==> src/rtl/fifo_win_pkg.sv <==
// Shared helpers for the sliding-window FIFO: constant log2, count-width derivation
// and the bit offset of a lane inside a packed window word.
package fifo_win_pkg;

   function automatic int clog2(input int value);
      int r;
      r = 0;
      for (int i = 0; i < 31; i++) begin
         if ((1 << i) < value) r = i + 1;
      end
      return r;
   endfunction

   // Occupancy counter must hold the value FF_DEPTH itself, not just FF_DEPTH-1.
   function automatic int cnt_width(input int depth);
      return clog2(depth + 1);
   endfunction

   function automatic int lane_lsb(input int lane, input int width);
      return lane * width;
   endfunction

endpackage

==> src/rtl/fifo_win_mem.sv <==
// Window FIFO storage: one synchronous write port and NUM_RDATA combinational read ports
// at consecutive addresses; no backpressure, addresses wrap modulo FF_DEPTH.
module fifo_win_mem
   import fifo_win_pkg::*;
#(
   parameter int DAT_WIDTH     = 8,
   parameter int NUM_RDATA     = 3,
   parameter int FF_ADDR_WIDTH = 4,
   parameter int FF_DEPTH      = 16
) (
   input  logic                           clk,
   input  logic                           i_wr_en,
   input  logic [FF_ADDR_WIDTH-1:0]       i_wr_addr,
   input  logic [DAT_WIDTH-1:0]           i_wr_dat,
   input  logic [FF_ADDR_WIDTH-1:0]       i_rd_addr,
   output logic [DAT_WIDTH*NUM_RDATA-1:0] o_rd_dat
);

   logic [DAT_WIDTH-1:0] r_mem [FF_DEPTH];

   always_ff @(posedge clk) begin
      if (i_wr_en) r_mem[i_wr_addr] <= i_wr_dat;
   end

   // Address arithmetic is FF_ADDR_WIDTH bits wide, so a window past the last entry wraps to 0.
   for (genvar k = 0; k < NUM_RDATA; k++) begin : g_lane
      logic [FF_ADDR_WIDTH-1:0] w_addr;
      assign w_addr = i_rd_addr + FF_ADDR_WIDTH'(k);
      assign o_rd_dat[lane_lsb(k, DAT_WIDTH) +: DAT_WIDTH] = r_mem[w_addr];
   end

endmodule

==> src/rtl/fifo_win_rd.sv <==
// Sliding-window FIFO: returns NUM_RDATA entries from the head 1 cycle after an accepted read, then
// pops rd_stride of them; writes when full and reads without a full window are dropped (FIFO_WIN_ERR_EN adds sticky err_flags).
module fifo_win_rd
   import fifo_win_pkg::*;
#(
   parameter int DAT_WIDTH     = 8,
   parameter int NUM_RDATA     = 3,
   parameter int FF_ADDR_WIDTH = 4,
   parameter int FF_DEPTH      = 16,
   parameter int STR_WIDTH     = 2
) (
   input  logic                           clk,
   input  logic                           rst,
   input  logic                           clr,
   input  logic                           wr_req,
   input  logic [DAT_WIDTH-1:0]           wr_data,
   input  logic                           rd_req,
   input  logic [STR_WIDTH-1:0]           rd_stride,
   output logic [DAT_WIDTH*NUM_RDATA-1:0] rd_data,
   output logic                           rd_data_val,
   output logic                           win_avail,
   output logic [FF_ADDR_WIDTH:0]         data_counter,
   output logic                           full,
`ifdef FIFO_WIN_ERR_EN
   output logic [1:0]                     err_flags,
`endif
   output logic                           empty
);

   localparam int CW = FF_ADDR_WIDTH + 1;
   localparam logic [31:0] NR32 = NUM_RDATA;

   logic [FF_ADDR_WIDTH-1:0]       r_wr_ptr, r_rd_ptr;
   logic [CW-1:0]                  r_cnt;
   logic [DAT_WIDTH*NUM_RDATA-1:0] r_rd_data;
   logic                           r_rd_val;
   logic [DAT_WIDTH*NUM_RDATA-1:0] w_win;
   logic                           w_full, w_win_avail, w_wr_acc, w_rd_acc, w_wr_en;
   logic [CW-1:0]                  w_s;

   assign w_full      = (r_cnt == CW'(FF_DEPTH));
   assign w_win_avail = (r_cnt >= CW'(NUM_RDATA));
   assign w_wr_acc    = wr_req & ~w_full;
   assign w_rd_acc    = rd_req & w_win_avail;
   // Soft clear and reset discard a coincident write, including its memory update.
   assign w_wr_en     = w_wr_acc & ~rst & ~clr;

   always_comb begin
      w_s = CW'(rd_stride);
      if (32'(rd_stride) > NR32) w_s = CW'(NUM_RDATA);
   end

   fifo_win_mem #(
      .DAT_WIDTH    (DAT_WIDTH),
      .NUM_RDATA    (NUM_RDATA),
      .FF_ADDR_WIDTH(FF_ADDR_WIDTH),
      .FF_DEPTH     (FF_DEPTH)
   ) u_mem (
      .clk      (clk),
      .i_wr_en  (w_wr_en),
      .i_wr_addr(r_wr_ptr),
      .i_wr_dat (wr_data),
      .i_rd_addr(r_rd_ptr),
      .o_rd_dat (w_win)
   );

   always_ff @(posedge clk) begin
      if (rst || clr) begin
         r_wr_ptr  <= '0;
         r_rd_ptr  <= '0;
         r_cnt     <= '0;
         r_rd_data <= '0;
         r_rd_val  <= 1'b0;
      end else begin
         if (w_wr_acc) r_wr_ptr <= r_wr_ptr + FF_ADDR_WIDTH'(1);
         if (w_rd_acc) r_rd_ptr <= r_rd_ptr + w_s[FF_ADDR_WIDTH-1:0];
         r_cnt     <= r_cnt + CW'(w_wr_acc) - (w_rd_acc ? w_s : '0);
         r_rd_data <= w_rd_acc ? w_win : '0;
         r_rd_val  <= w_rd_acc;
      end
   end

`ifdef FIFO_WIN_ERR_EN
   logic [1:0] r_err;

   always_ff @(posedge clk) begin
      if (rst || clr) begin
         r_err <= 2'b00;
      end else begin
         if (wr_req & w_full)       r_err[0] <= 1'b1;
         if (rd_req & ~w_win_avail) r_err[1] <= 1'b1;
      end
   end

   assign err_flags = r_err;
`endif

   assign rd_data      = r_rd_data;
   assign rd_data_val  = r_rd_val;
   assign win_avail    = w_win_avail;
   assign data_counter = r_cnt;
   assign full         = w_full;
   assign empty        = (r_cnt == '0);

endmodule

==> config.mk <==
export PLATFORM = sky130hd
export DESIGN_NAME = fifo_win_rd
export DESIGN_NICKNAME = d
export VERILOG_FILES = /design/src/rtl/fifo_win_pkg.sv /design/src/rtl/fifo_win_mem.sv /design/src/rtl/fifo_win_rd.sv
export SDC_FILE = /design/constraint.sdc
export NUM_CORES = 1
export LEC_CHECK = 0
export CORE_MARGIN = 2
export CORE_UTILIZATION = 35
export CTS_CLUSTER_DIAMETER = 80
export DETAILED_ROUTE_END_ITERATION = 12
export PLACE_DENSITY_LB_ADDON = 0.15
export SYNTH_ARGS = -nofsm -noshare
export SYNTH_HDL_FRONTEND = slang
export SYNTH_SLANG_ARGS = --single-unit
==> constraint.sdc <==
create_clock -name clk -period 2.9 [get_ports clk]
set_clock_uncertainty 0.05 [all_clocks]
set_input_delay 0.29 -clock clk [delete_from_list [all_inputs] [get_ports clk]]
set_output_delay 0.29 -clock clk [all_outputs]
set_load 0.02 [all_outputs]
==> results by group <==
Timing
  • Fin crit share: 89.1%
  • Fmax: 387 MHz
  • RSZ-0062 raised after global routing: false
  • Worst rel slew slack: 56.2%
  • Final setup violation count: 0
  • Max-slew violations: 0
  • Worst Tran Pin Value: 0.657 ns
  • Final hold vios: 0
  • Setup TNS: 0 ns
  • Tmin final: 2.58 ns

CTS
  • Post-CTS setup buffer count: 0
  • Clk Latency, worst-skew pair: 0.43 ns
  • Cts hold-fix bufs: 0
  • CTS max path bufs: 2
  • Total CTS buffers: 17
  • H-tree lvl count: 4
  • Sink Count: 166
  • Root buf cell: clkbuf_16
  • Worst-path clk slew: 0.07 ns
  • CTS tree: done
  • Post-CTS sizing: 0

Floorplan
  • Rows: 56
  • Die height: 160 um
  • Overall die width: 160 um
  • Starting density of the core: 35.8%
  • Ports: 48
  • Die area: 25400 um2
  • Core area: 23600 um2

Synth
  • Yosys reg bits: 166
  • Ys async rst share: 0%
  • Avg Cell Area, Syn: 17.2 um2
  • Unique masters post-synth: 40
  • Main flop type after synthesis: edfxtp_1
  • Syn_nets: 524
  • Seq/Total Area, Yosys: 54.4%
  • YS warnings: 0
  • Post-synthesis instance total: 491
  • Number of flops mapped to enable cells by yosys: 128
  • Mapped cell area: 8460 um2

Worst setup path
  • CP endpoint kind: flip-flop
  • FF-to-FF setup slack: 0.32 ns
  • Crit Path Category: reg -> reg
  • Reg2Reg Launch Point: data_counter[3]
  • Crit path DAT: 2.85 ns
  • Required time worst endpoint: 3.17 ns
  • CP Launch Type: flip-flop
  • Capturing point of the worst reg2reg path: data_counter[4]
  • Critical path fanouts, max: 3
  • Cell count of the worst reg-to-reg path: 14

Hold path
  • Worst Hold Depth: 2
  • Min-delay worst type: reg -> reg
  • WHS Endpoint: r_wr_ptr[1]
  • Hold wc startpoint: r_wr_ptr[1]

Power and ir drop
  • Tot Pwr: 6.16 mW
  • Sequential group share of total power: 43.0%
  • Clock share of power: 36.0%
  • Internal power: 4.56 mW
  • Cell Pwr Density: 614 nW/um2
  • Psw: 1.60 mW
  • Comb pwr share: 21.0%
  • VDD IR max: 0.354 mV
  • Static leakage: 3.15 nW
  • Switching share of power: 25.9%

Finish
  • Post-layout nets: 597
  • Fillers: 2118
  • # diodes: 0
  • Area growth syn-to-layout: 18.6%
  • Layout cells sized above 1: 32.1%

Detailed routing
  • Iter 0 DRT Violations: 370
  • DR vias: 4939
  • Vias per Instance: 5.51
  • Drt wl/cell: 24.1 um
  • DRC errors left: 0
  • Final WL: 21.6 mm
  • DRT Pass-1 Iters: 4
  • DRT antenna net count: 0

Flow run
  • MaxCap Viol Count: 0

GRT
  • Gr usage total: 17.4%
  • Grt total ovfl: 0
  • Antenna violations before repair: 1
  • Grt met1 use: 23.5%
  • Met2 usage: 28.1%
  • Vias in the first global route: 5032
  • Largest net degree at the start of global routing: 48
  • Global-route wire length before repair: 32.2 mm
  • Grt met3 use: 3.78%
  • GRT Max-Usage Layer: met2

Place
  • Post-DP HPWL: 14.7 mm
  • Placer Congestion: 0.783
  • IO buf count: 47

Outcome
  • Status: completed
[cells by family after synthesis]
| family | share of synthesized area (%) |
|---|---|
| AO/OA/AOI/OAI | 3.46 |
| XOR/XNOR | 1.26 |
| adder cells (fa/ha/maj) | 2.84 |
| buffers and inverters | 3.12 |
| flip-flops | 54.4 |
| multiplexers | 31.8 |
| AND/OR/NAND/NOR | 3.10 |
[power by group through the flow]
stage	combinational [mW]	clock (mW)	sequential, mW
finish	1.29	2.22	2.65
global placement	1.31	0	2.70
CTS	1.31	2.26	2.65
global route	1.41	2.36	2.66
floorplan	0.840	0	2.74
detailed placement	1.31	0	2.70
[per-layer routing]
metal,part of all wire (%),up-vias
li1,-,2149
met1,44,2589
met2,48,173
met3,5.3,28
met4,2.2,0
met5,0,-
[Yosys cell counts, drive strengths merged, types with 2 or more instances]
cell | count | area [um2]
edfxtp | 128 | 3840
mux4 | 96 | 2160
mux2i | 41 | 410
dfxtp | 38 | 761
buf | 26 | 164
nor2 | 23 | 86.3
inv | 18 | 70.1
ha | 16 | 200
o22ai | 16 | 100
a21oi | 14 | 73.8
nand2 | 13 | 51.3
o21ai | 9 | 75.1
clkbuf | 8 | 30.0
mux2 | 8 | 120
xnor2 | 7 | 61.3
nor3 | 6 | 30.0
nand2b | 4 | 25.0
a211oi | 3 | 27.5
nand3 | 3 | 15.0
xor2 | 3 | 45.1
fa | 2 | 40.0
[cell type report]
| class | count | area, um2 | share of cell area, % |
|---|---|---|---|
| Multi-Input combinational cell | 273 | 3590 | 35.8 |
| Clock inverter | 8 | 97.6 | 0.972 |
| Tap cell | 319 | 399 | 3.98 |
| Sequential cell | 166 | 4610 | 46.0 |
| Clock buffer | 24 | 472 | 4.70 |
| Timing Repair Buffer | 88 | 791 | 7.88 |
| Inverter | 18 | 70.1 | 0.698 |
[worst max-delay path by stage]
stage | to | start | slack [ns] | depth (start not counted)
floorplan | data_counter[4] | data_counter[3] | 0.18 | 14
CTS | data_counter[4] | data_counter[3] | 0.29 | 14
global placement | data_counter[4] | rd_req | 0.29 | 13
global route | data_counter[4] | data_counter[3] | 0.05 | 14
detailed placement | data_counter[4] | rd_req | 0.26 | 13
finish | data_counter[4] | data_counter[3] | 0.32 | 14
[cell usage in the layout (no fill, tap or decap), drive strengths merged, types with 9 or more instances in the layout]
master,count
nor2,23
o22ai,16
clkbuf,24
mux2i,41
dfxtp,38
a21oi,14
clkdlybuf4s50,47
nand2,13
inv,19
ha,16
o21ai,9
buf,41
edfxtp,128
mux4,96
[worst max-delay path: stages (launching register included)]
cell	delay, ns
dfxtp_1	0.31
inv_1	0.10
ha_1	0.15
nor2b_1	0.23
a21oi_2	0.09
and2_1	0.17
ha_1	0.26
inv_1	0.05
ha_1	0.15
inv_1	0.05
fa_1	0.38
nand2b_1	0.15
a21oi_1	0.15
or3_1	0.12
a21oi_1	0.06
[flip-flops by register name, summed over array words and instances (netlist names)]
name,flops
rd_data,24
u_mem.r_mem,128
rd_data_val,1
data_counter,5
r_rd_ptr,4
r_wr_ptr,4
[metrics by stage]
step	hold slack (ns)	instance area (um2)	utilization (%)	instances	setup slack (ns)
after CTS	0.482	10000	42.5	896	0.290
final	0.485	10000	42.5	896	0.315
after floorplan	0.339	8460	-	491	0.177
after global routing	0.530	10000	42.5	896	0.0529
after global placement	0.467	9470	40.1	864	0.287
after detailed placement	0.473	9470	40.1	864	0.265
Note: power is estimated with default switching activity, not from simulation.
